File: config.mk
export PLATFORM = sky130hd
export DESIGN_NAME = control_fsm
export DESIGN_NICKNAME = d
export VERILOG_FILES = /design/src/rtl/control_fsm.sv
export SDC_FILE = /design/constraint.sdc
export NUM_CORES = 1
export LEC_CHECK = 0
export CAP_MARGIN = 20
export CORE_MARGIN = 5
export CORE_UTILIZATION = 30
export CTS_CLUSTER_SIZE = 12
export DETAILED_ROUTE_END_ITERATION = 7
export HOLD_SLACK_MARGIN = 0.08
export PLACE_DENSITY = 0.66
export SLEW_MARGIN = 20
export SYNTH_ARGS = -nofsm -noshare
export SYNTH_HDL_FRONTEND = slang
export SYNTH_SLANG_ARGS = --single-unit
File: constraint.sdc
create_clock -name clk -period 4 [get_ports clk]
set_input_delay 0.8 -clock clk [delete_from_list [all_inputs] [get_ports clk]]
set_output_delay 0.8 -clock clk [all_outputs]
set_load 0.005 [all_outputs]
File: src/rtl/control_fsm.sv
// control_fsm: multi-cycle sequencer for the 16-bit CPU datapath; arbitrates the single
// memory port between fetch and load/store. Define MEM_TIMEOUT_EN to build the bus timeout/FAULT path.
module control_fsm #(
  parameter int TIMEOUT_CYCLES = 255,
  parameter int TMO_W          = 8
) (
  input  logic       clk,
  input  logic       rst_n,
  input  logic [4:0] opcode,
  input  logic       cond_true,
  input  logic       mem_ready,
  input  logic       halt_req,
  output logic       mem_req,
  output logic       mem_we,
  output logic       mem_addr_sel,
  output logic       ir_load,
  output logic       pc_we,
  output logic       pc_src,
  output logic       reg_we,
  output logic [1:0] wb_sel,
  output logic       flags_we,
  output logic       alu_src_imm,
  output logic       instr_done,
  output logic       halted,
  output logic       bus_err,
  output logic [2:0] state_dbg
);

  localparam logic [4:0] OP_CMP     = 5'b01000;
  localparam logic [4:0] OP_CMPI    = 5'b01001;
  localparam logic [4:0] OP_BR      = 5'b01010;
  localparam logic [4:0] OP_BL      = 5'b01011;
  localparam logic [4:0] OP_LOAD    = 5'b01100;
  localparam logic [4:0] OP_LOAD_R  = 5'b01101;
  localparam logic [4:0] OP_STORE   = 5'b01110;
  localparam logic [4:0] OP_STORE_R = 5'b01111;

  localparam logic [1:0] WB_ALU  = 2'b00;
  localparam logic [1:0] WB_MEM  = 2'b01;
  localparam logic [1:0] WB_LINK = 2'b10;

  typedef enum logic [2:0] {
    ST_FETCH  = 3'd0,
    ST_DECODE = 3'd1,
    ST_EXEC   = 3'd2,
    ST_MEM    = 3'd3,
    ST_WB     = 3'd4,
    ST_HALT   = 3'd5,
    ST_FAULT  = 3'd6
  } state_e;

  typedef enum logic [2:0] {
    CLS_ALU,
    CLS_CMP,
    CLS_BR,
    CLS_BL,
    CLS_LOAD,
    CLS_STORE
  } op_class_e;

  function automatic op_class_e op_class(input logic [4:0] op);
    case (op)
      OP_CMP, OP_CMPI:      op_class = CLS_CMP;
      OP_BR:                op_class = CLS_BR;
      OP_BL:                op_class = CLS_BL;
      OP_LOAD, OP_LOAD_R:   op_class = CLS_LOAD;
      OP_STORE, OP_STORE_R: op_class = CLS_STORE;
      default:              op_class = CLS_ALU;
    endcase
  endfunction

  function automatic logic uses_imm(input logic [4:0] op);
    uses_imm = (op == OP_CMPI) || (op == OP_LOAD) || (op == OP_STORE) ||
               (op == OP_BR)   || (op == OP_BL);
  endfunction

  if (TIMEOUT_CYCLES < 1 || TIMEOUT_CYCLES >= (1 << TMO_W)) begin : g_bad_cfg
    $error("control_fsm: TMO_W too narrow for TIMEOUT_CYCLES");
  end

  state_e    state;
  state_e    state_next;
  state_e    retire_state;
  op_class_e cls;
  logic      tmo_expire;

  always_ff @(posedge clk or negedge rst_n) begin
    if (!rst_n) state <= ST_FETCH;
    else        state <= state_next;
  end

`ifdef MEM_TIMEOUT_EN
  localparam logic [TMO_W-1:0] TMO_LAST = TMO_W'(TIMEOUT_CYCLES - 1);

  logic [TMO_W-1:0] tmo_cnt;

  // Any state change clears the count, so it restarts on every FETCH/MEM entry.
  always_ff @(posedge clk or negedge rst_n) begin
    if (!rst_n)
      tmo_cnt <= '0;
    else if (state_next != state)
      tmo_cnt <= '0;
    else if ((state == ST_FETCH || state == ST_MEM) && !mem_ready)
      tmo_cnt <= tmo_cnt + TMO_W'(1);
  end

  assign tmo_expire = (tmo_cnt == TMO_LAST);
`else
  assign tmo_expire = 1'b0;
`endif

  always_comb begin
    state_next   = state;
    mem_req      = 1'b0;
    mem_we       = 1'b0;
    mem_addr_sel = 1'b0;
    ir_load      = 1'b0;
    pc_we        = 1'b0;
    pc_src       = 1'b0;
    reg_we       = 1'b0;
    wb_sel       = WB_ALU;
    flags_we     = 1'b0;
    alu_src_imm  = 1'b0;
    instr_done   = 1'b0;
    halted       = 1'b0;
    bus_err      = 1'b0;
    state_dbg    = state;
    cls          = op_class(opcode);
    // Halt is taken at the instruction boundary, so no fetch request is ever raised for it.
    retire_state = halt_req ? ST_HALT : ST_FETCH;

    case (state)
      ST_FETCH: begin
        mem_req = 1'b1;
        if (mem_ready) begin
          ir_load    = 1'b1;
          pc_we      = 1'b1;
          state_next = ST_DECODE;
        end else if (tmo_expire) begin
          state_next = ST_FAULT;
        end
      end

      ST_DECODE: state_next = ST_EXEC;

      ST_EXEC: begin
        alu_src_imm = uses_imm(opcode);
        case (cls)
          CLS_CMP: begin
            flags_we   = 1'b1;
            instr_done = 1'b1;
            state_next = retire_state;
          end
          CLS_BR: begin
            pc_we      = cond_true;
            pc_src     = 1'b1;
            instr_done = 1'b1;
            state_next = retire_state;
          end
          CLS_BL: begin
            reg_we     = 1'b1;
            wb_sel     = WB_LINK;
            pc_we      = cond_true;
            pc_src     = 1'b1;
            instr_done = 1'b1;
            state_next = retire_state;
          end
          CLS_LOAD, CLS_STORE: state_next = ST_MEM;
          default: begin
            reg_we     = 1'b1;
            wb_sel     = WB_ALU;
            instr_done = 1'b1;
            state_next = retire_state;
          end
        endcase
      end

      ST_MEM: begin
        mem_req      = 1'b1;
        mem_addr_sel = 1'b1;
        mem_we       = (cls == CLS_STORE);
        if (mem_ready) begin
          if (cls == CLS_STORE) begin
            instr_done = 1'b1;
            state_next = retire_state;
          end else begin
            state_next = ST_WB;
          end
        end else if (tmo_expire) begin
          state_next = ST_FAULT;
        end
      end

      ST_WB: begin
        reg_we     = 1'b1;
        wb_sel     = WB_MEM;
        instr_done = 1'b1;
        state_next = retire_state;
      end

      ST_HALT: begin
        halted = 1'b1;
        if (!halt_req) state_next = ST_FETCH;
      end

      ST_FAULT: begin
`ifdef MEM_TIMEOUT_EN
        bus_err = 1'b1;
`else
        state_next = ST_FETCH;
`endif
      end

      default: state_next = ST_FETCH;
    endcase

    // Outputs are forced quiet while reset is asserted, including mid-transfer.
    if (!rst_n) begin
      mem_req      = 1'b0;
      mem_we       = 1'b0;
      mem_addr_sel = 1'b0;
      ir_load      = 1'b0;
      pc_we        = 1'b0;
      pc_src       = 1'b0;
      reg_we       = 1'b0;
      wb_sel       = WB_ALU;
      flags_we     = 1'b0;
      alu_src_imm  = 1'b0;
      instr_done   = 1'b0;
      halted       = 1'b0;
      bus_err      = 1'b0;
      state_dbg    = 3'd0;
    end
  end

endmodule

# [Word-level counts from Yosys, hierarchy flattened]
# Memories as Yosys holds them, arrays and structs flattened.
# Cells that the tools add are included.
[word_totals] regBits=3 romBits=48 output_inout_bits=17 mem_count=1
[memory_table] name="(name not given)" words=16 width=3 rd=1 rd_ports_with_merged_regs=0 write_ports=0 line_no="62" source="case (op)"
[classes] eq_ne=18 n_mux=42 reduce_logical=10
[ops] op="$mux W1" n=27
[ops] op="$eq A5 B4 Y1 const B" n=5
[ops] op="$mux W3" n=8
[ops] op="$pmux W3 S6" n=1
[ops] op="$eq A3 B2 Y1 const B" n=4
[ops] op="$eq A3 B3 Y1 const B" n=4
[ops] op="$eq A3 B1 Y1 const B" n=2
[ops] op="$ne A2 B2 Y1 const B" n=3
[ops] op="$reduce_or A2 Y1" n=3
[ops] op="$logic_or A1 B1 Y1" n=4
[ops] op="$mux W2" n=2
[ops] op="$pmux W1 S2" n=2
[ops] op="$pmux W2 S2" n=1
[ops] op="$reduce_or A4 Y1" n=1
[ops] op="$logic_not A3 Y1" n=1
[ops] op="$pmux W1 S3" n=1
[ops] op="$reduce_and A3 Y1" n=1

# [Logic depth before layout (Yosys ltp)]
# Gate-level depths: netlist (run 1).
[logic_depth] ltp_word=7 depth_mapped=4

# [Least setup slack after synthesis (run 1)]
# Ideal clock, no wire load.
[synth_path] kind="input-to-output" from="input opcode[4]" to="output alu_src_imm" t_arrival_ns=1.447 setup_slack_ns=1.753 path_stages=3 n_path_buf=0 cell_sequence="and2b_2 -> nand4bb_1 -> a211oi_1"
[synth_via] elab_chain_len=7
[synth_lines] item="start, declared" line_no="9" source="input logic [4:0] opcode,"
[synth_lines] item="$eq A5 B4 Y1" line_no="73" source="uses_imm = (op == OP_CMPI) || (op == OP_LOAD) || (op == OP_STORE) ||"
[synth_lines] item="$logic_or A1 B1 Y1 (3 in series)" line_no="73"
[synth_lines] item="$logic_or A1 B1 Y1 *" line_no="74" source="(op == OP_BR) || (op == OP_BL);"
[synth_lines] item="$mux W1 *" line_no="132" source="case (state)"
[synth_lines] item="$mux W1 *" line_no="218" source="if (!rst_n) begin"
[synth_lines] item="end, declared" line_no="22" source="output logic alu_src_imm,"
# Mark *: on every way between the ends. The rest lies on a longest branch, timed or not.

# [Worst setup path in the final report (run 1)]
[layout_path] from="input rst_n" to="output alu_src_imm"
[layout_via] elab_chain_len=1
[layout_lines] item="start, declared" line_no="8" source="input logic rst_n,"
[layout_lines] item="$mux W1" line_no="218"
# Every way passes these cells.

==> results of run 1 <==
-- power by group through the flow --
stage / clock network, uW / registers (uW) / logic (uW)
6_report: 55.1 / 94.4 / 219
5_1_grt: 58.7 / 98.2 / 242
4_1_cts: 58.1 / 92.2 / 222
3_5_place_dp: 0 / 92.4 / 219
3_3_place_gp: 0 / 92.0 / 220
2_1_floorplan: 0 / 53.3 / 177
-- through the flow --
step                setup WS [ns]  hold WS [ns]  util (%)  cell area, sq um  power [uW]
finish                      0.692         0.689      49.7               741         368
global route                0.601         0.710      49.7               741         398
CTS                         0.690         0.682      49.7               741         372
detailed placement          0.689         0.664      48.0               714         312
global placement            0.692         0.663      48.0               714         312
floorplan                    1.75         0.504         -               470         230
-- worst max-delay path: cells and delay by family --
kind / cells / cell delay (ns)
AO/OA/AOI/OAI: 1 / 0.25
buffers and inverters: 2 / 1.02
AND/OR/NAND/NOR: 2 / 0.44
-- Yosys cell counts (2+ instances only) --
cell type  number  area, sq um
and3b_1         3         26.3
nor2b_1         2         12.5
nor2_1          6         22.5
nand2b_1        3         18.8
nor3b_1         5         37.5
a211oi_1        2         15.0
dfrtp_1         3         75.1
inv_1           4         15.0
a21oi_1         2         10.0
and2b_2         2         17.5
buf_2           3         15.0
nor3_1          3         15.0
-- routing by layer --
| metal | routed length (um) | global-route usage (%) |
|---|---|---|
| met3 | 113 | 3.61 |
| met1 | 693 | 14.6 |
| met5 | 0 | 0 |
| met4 | 4 | 6.55 |
| met2 | 628 | 18.4 |
-- logic make-up after synthesis --
kind of cell,after synthesis
flops,3
compound gates,16
xor+xnor,1
simple gates,31
other cells,1
buf+inv,9
-- worst min-delay path by stage --
stage	startpoint	endpoint	slack (ns)	depth (start not counted)
2_1_floorplan	rst_n	state[0]	0.50	0
3_3_place_gp	state[2]	state[1]	0.66	1
3_5_place_dp	state[2]	state[1]	0.66	1
4_1_cts	state[2]	state[1]	0.68	1
5_1_grt	state[2]	state[1]	0.71	1
6_report	state[2]	state[1]	0.69	1
-- final cells by class --
type / instances / area [sq um]
Sequential cell: 3 / 75.1
Fill cell: 149 / 748
Inverter: 4 / 15.0
Timing Repair Buffer: 26 / 258
Clock buffer: 4 / 26.3
Multi-Input combinational cell: 49 / 347
Tap cell: 16 / 20.0
==> results.yml, run 1 <==
run:
  maxCapViolCount: 0
setup_path:
  cp-start-kind: "primary input"
  crit_fanout: 5
  r2r-start: "state[0]"
  setup.worst_path.class: "in2out"
  rrSetupSlack_ns: 2.66
  cp-endpoint: "alu_src_imm"
  max_stage_delay_ns: 0.54
  crit_chain: "clkdlybuf4s50_1 -> nand2b_1 -> nand4bb_1 -> a211oi_1 -> clkdlybuf4s50_1"
  setup.worst_path.start: "rst_n"
  crit_required_ns: 3.20
  critical-path-slowest-cell: "clkdlybuf4s50_1"
  reg2reg_depth: 3
  reg2reg_to: "state[0]"
  arrival_ns: 2.51
  end_kind: "output port"
  cpMostUsedCell: "clkdlybuf4s50_1"
die:
  io_pins: 27
  coreArea_sq_um: 1490
  initial_core_util_pct: 31.6
  dieHeight_um: 49.6
  die_area_sq_um: 2460
  rows: 14
  die_w_um: 49.6
timing:
  fin_skew_ns: 0.00864
  hold_viol_final: 0
  fmax_mhz: 302
  setup_violations: 0
  rsz0062_at_grt: "false"
  min_period_over_period_pct: 82.7
  min_period_ns: 3.31
  setup_tns_ns: 0
  final_max_slew_viol_count: 0
power:
  swShare_pct: 40.8
  comb_power_share_pct: 59.4
  total_leakage_power_uw: 0.000316
  seqPwrFrac_pct: 25.6
  p_int_uw: 218
  switchingPower_uw: 150
  power_density_nw_per_um2: 497
  p_clk_share_pct: 15.0
  peakVddDrop_mv: 0.247
global_routing:
  grt_usage_pct: 12.0
  grt_max_degree: 14
  grt_pass1_wl_mm: 2.38
  grt_overflow: 0
  antenna_found_initial: 0
  grt_pass1_vias: 530
detailed_routing:
  via_count: 535
  drt_wl_total_mm: 1.44
  drt_iter0_drc: 2
  avgRoutedWirePerCell_um: 14.1
  vias_per_cell: 5.25
  drc: 0
  drt_pass1_iterations: 3
  ant_nets: 0
synthesis:
  netlist_area_sq_um: 470
  synth-main-ff-cell: "dfrtp_1"
  async_reset_ff_share_pct: 100
  synth_top_family_by_area: "simple AND/OR/NAND/NOR gates"
  synth_fp_nets: 71
  synth_fa_ha_area_share_pct: 0
  synth_warnings: 0
  synth_mux_area_share_pct: 0
  synth-seq-cells: 3
  synth_edf_count: 0
  netlist_instances: 61
  synth_xor_area_share_pct: 1.86
  avgSynthCellArea_sq_um: 7.71
  synth_seq_area_share_pct: 16.0
  yosys.area_share.simple_pct: 42.0
  ys_types: 35
  synth-compound-area-share_pct: 29.0
clock_tree:
  clockRootBuffer: "clkbuf_4"
  ctsHtreeMaxLevel: 1
  clkLatencyLatePin_ns: 0.24
  cts_tree: "done"
  cts_hold_buf: 0
  cts_resized: 0
  cts_buffers: 3
  numClockSinks: 3
  clkTransAtPathRegs_ns: 0.04
  clockBufferDepth: 2
  cts_setup_buffers: 0
layout:
  reg_top3: "state (3)"
  layout-drive-gt1-share_pct: 10.5
  largest_reg_flops: 3
  top_register: "state"
  num_antenna_cells: 0
  fin_nets: 97
  area_growth_pct: 57.4
  layout_commonest_cell: "clkdlybuf4s50_1"
  most-common-layout-cells: "clkdlybuf4s50_1 (25), nor2_1 (6), nor3b_1 (5)"
  stdcell_count: 102
run_status:
  status: "finished, final reports clean"
place:
  port_buffers: 25
  dp_cells: 98
  hpwl_mm: 1.04
  gp_congestion: 0.785
hold_path:
  hp-class: "reg2reg"
Note: power is estimated with default switching activity, not from simulation.
==> run 2: changes to the inputs <==
==> constraint.sdc (replaced) <==
create_clock -name clk -period 3.15 [get_ports clk]
set_input_delay 0.63 -clock clk [delete_from_list [all_inputs] [get_ports clk]]
set_output_delay 0.63 -clock clk [all_outputs]
set_load 0.005 [all_outputs]
==> results.yml, run 2 (synthesized netlist as in run 1, its figures left out) <==
die:
  die_w_um: 49.6
  rows: 14
  coreArea_sq_um: 1490
  dieHeight_um: 49.6
  die_area_sq_um: 2460
  io_pins: 27
  initial_core_util_pct: 31.6
clock_tree:
  clockRootBuffer: "clkbuf_4"
  clockBufferDepth: 2
  cts_resized: 0
  numClockSinks: 3
  clkTransAtPathRegs_ns: 0.04
  cts_buffers: 3
  cts_hold_buf: 0
  clkLatencyLatePin_ns: 0.24
  cts_tree: "done"
  cts_setup_buffers: 0
  ctsHtreeMaxLevel: 1
timing:
  setup_tns_ns: 0
  fmax_mhz: 335
  min_period_over_period_pct: 94.6
  hold_viol_final: 0
  rsz0062_at_grt: "false"
  setup_violations: 0
  fin_skew_ns: 0.00756
  final_max_slew_viol_count: 0
  worst_slack_ns: 0.169
  min_period_ns: 2.98
  timing.hold.ws_ns: 0.661
setup_path:
  arrival_ns: 2.35
  cp_num_buf_inv: 2
  max_stage_delay_ns: 0.54
  end_kind: "output port"
  crit_required_ns: 2.52
  cp_top_family: "buffers and inverters"
  r2r-start: "state[0]"
  cp-start-kind: "primary input"
  setup.worst_path.start: "rst_n"
  crit_fanout: 5
  setup.worst_path.class: "in2out"
  reg2reg_to: "state[0]"
  crit_chain: "clkdlybuf4s50_1 -> nand2b_1 -> nand4bb_1 -> a211oi_1 -> clkdlybuf4s50_1"
  rrSetupSlack_ns: 1.82
  cpMostUsedCell: "clkdlybuf4s50_1"
  critical-path-slowest-cell: "clkdlybuf4s50_1"
  reg2reg_depth: 3
layout:
  fin_util_pct: 50.3
  fin_nets: 98
  layout_commonest_cell: "clkdlybuf4s50_1"
  num_antenna_cells: 0
  layout-drive-gt1-share_pct: 11.5
  fillCellCount: 157
  top_register: "state"
  most-common-layout-cells: "clkdlybuf4s50_1 (25), nor2_1 (6), nor3b_1 (5)"
  largest_reg_flops: 3
  area_growth_pct: 59.0
  reg_top3: "state (3)"
  stdcell_area_sq_um: 748
hold_path:
  hp-start: "state[2]"
  hp-class: "reg2reg"
  min_path_cells: 1
  worstHoldEndpoint: "state[1]"
power:
  power_density_nw_per_um2: 619
  peakVddDrop_mv: 0.329
  total_leakage_power_uw: 0.000321
global_routing:
  grt_usage_pct: 12.3
  grt_overflow: 0
  antenna_found_initial: 0
  grt_max_degree: 14
  grt_pass1_vias: 533
  grt_pass1_wl_mm: 2.47
place:
  hpwl_mm: 1.06
  placedInstanceArea_sq_um: 722
  port_buffers: 25
  gp_congestion: 0.733
  pre_cts_slack_ns: 0.169
detailed_routing:
  avgRoutedWirePerCell_um: 13.5
  vias_per_cell: 5.29
  ant_nets: 0
  via_count: 545
  drc: 0
  drt_wl_total_mm: 1.39
  drt_pass1_iterations: 4
  drt_iter0_drc: 6
run:
  maxCapViolCount: 0
run_status:
  status: "finished, final reports clean"
[run 2: changes by cell type in the layout (fill, tap and decap cells not counted)]
cell,change
buf_4,+1
[run 2: cell type report]
type,count,area [sq um],share of cell area (%)
inverters,4,15.0,2.01
flip-flops and latches,3,75.1,10.0
multi-input cells,49,347,46.3
well taps,16,20.0,2.68
clock buffers,4,26.3,3.51
repair buffers,27,265,35.5
[run 2: worst max path at each step]
stage                  end  slack [ns]  cells after the start
2_1_floorplan  alu_src_imm        1.24                      3
3_3_place_gp   alu_src_imm        0.20                      5
3_5_place_dp   alu_src_imm        0.17                      5
4_1_cts        alu_src_imm        0.17                      5
5_1_grt             pc_src        0.07                      5
6_report       alu_src_imm        0.17                      5
[run 2: layer usage]
metal / wire [um] / share of wire, % / GRT usage (%) / up-vias
met4: 0 / 0 / 3.93 / 0
met3: 122 / 8.8 / 5.72 / 0
met1: 633 / 46 / 15.0 / 250
met2: 632 / 46 / 19.1 / 21
li1: - / - / - / 274
met5: 0 / 0 / 0 / -
[run 2: report_power, final]
part / total, uW / internal (uW) / switching, uW
registers: 116 / 57.4 / 58.7
clock network: 68.5 / 47.5 / 20.9
logic: 279 / 173 / 106
[run 2: metrics by stage]
| step | total power, uW | instances |
|---|---|---|
| floorplan | 292 | 61 |
| global placement | 395 | 99 |
| detailed placement | 397 | 99 |
| CTS | 471 | 103 |
| global route | 515 | 103 |
| finish | 463 | 103 |
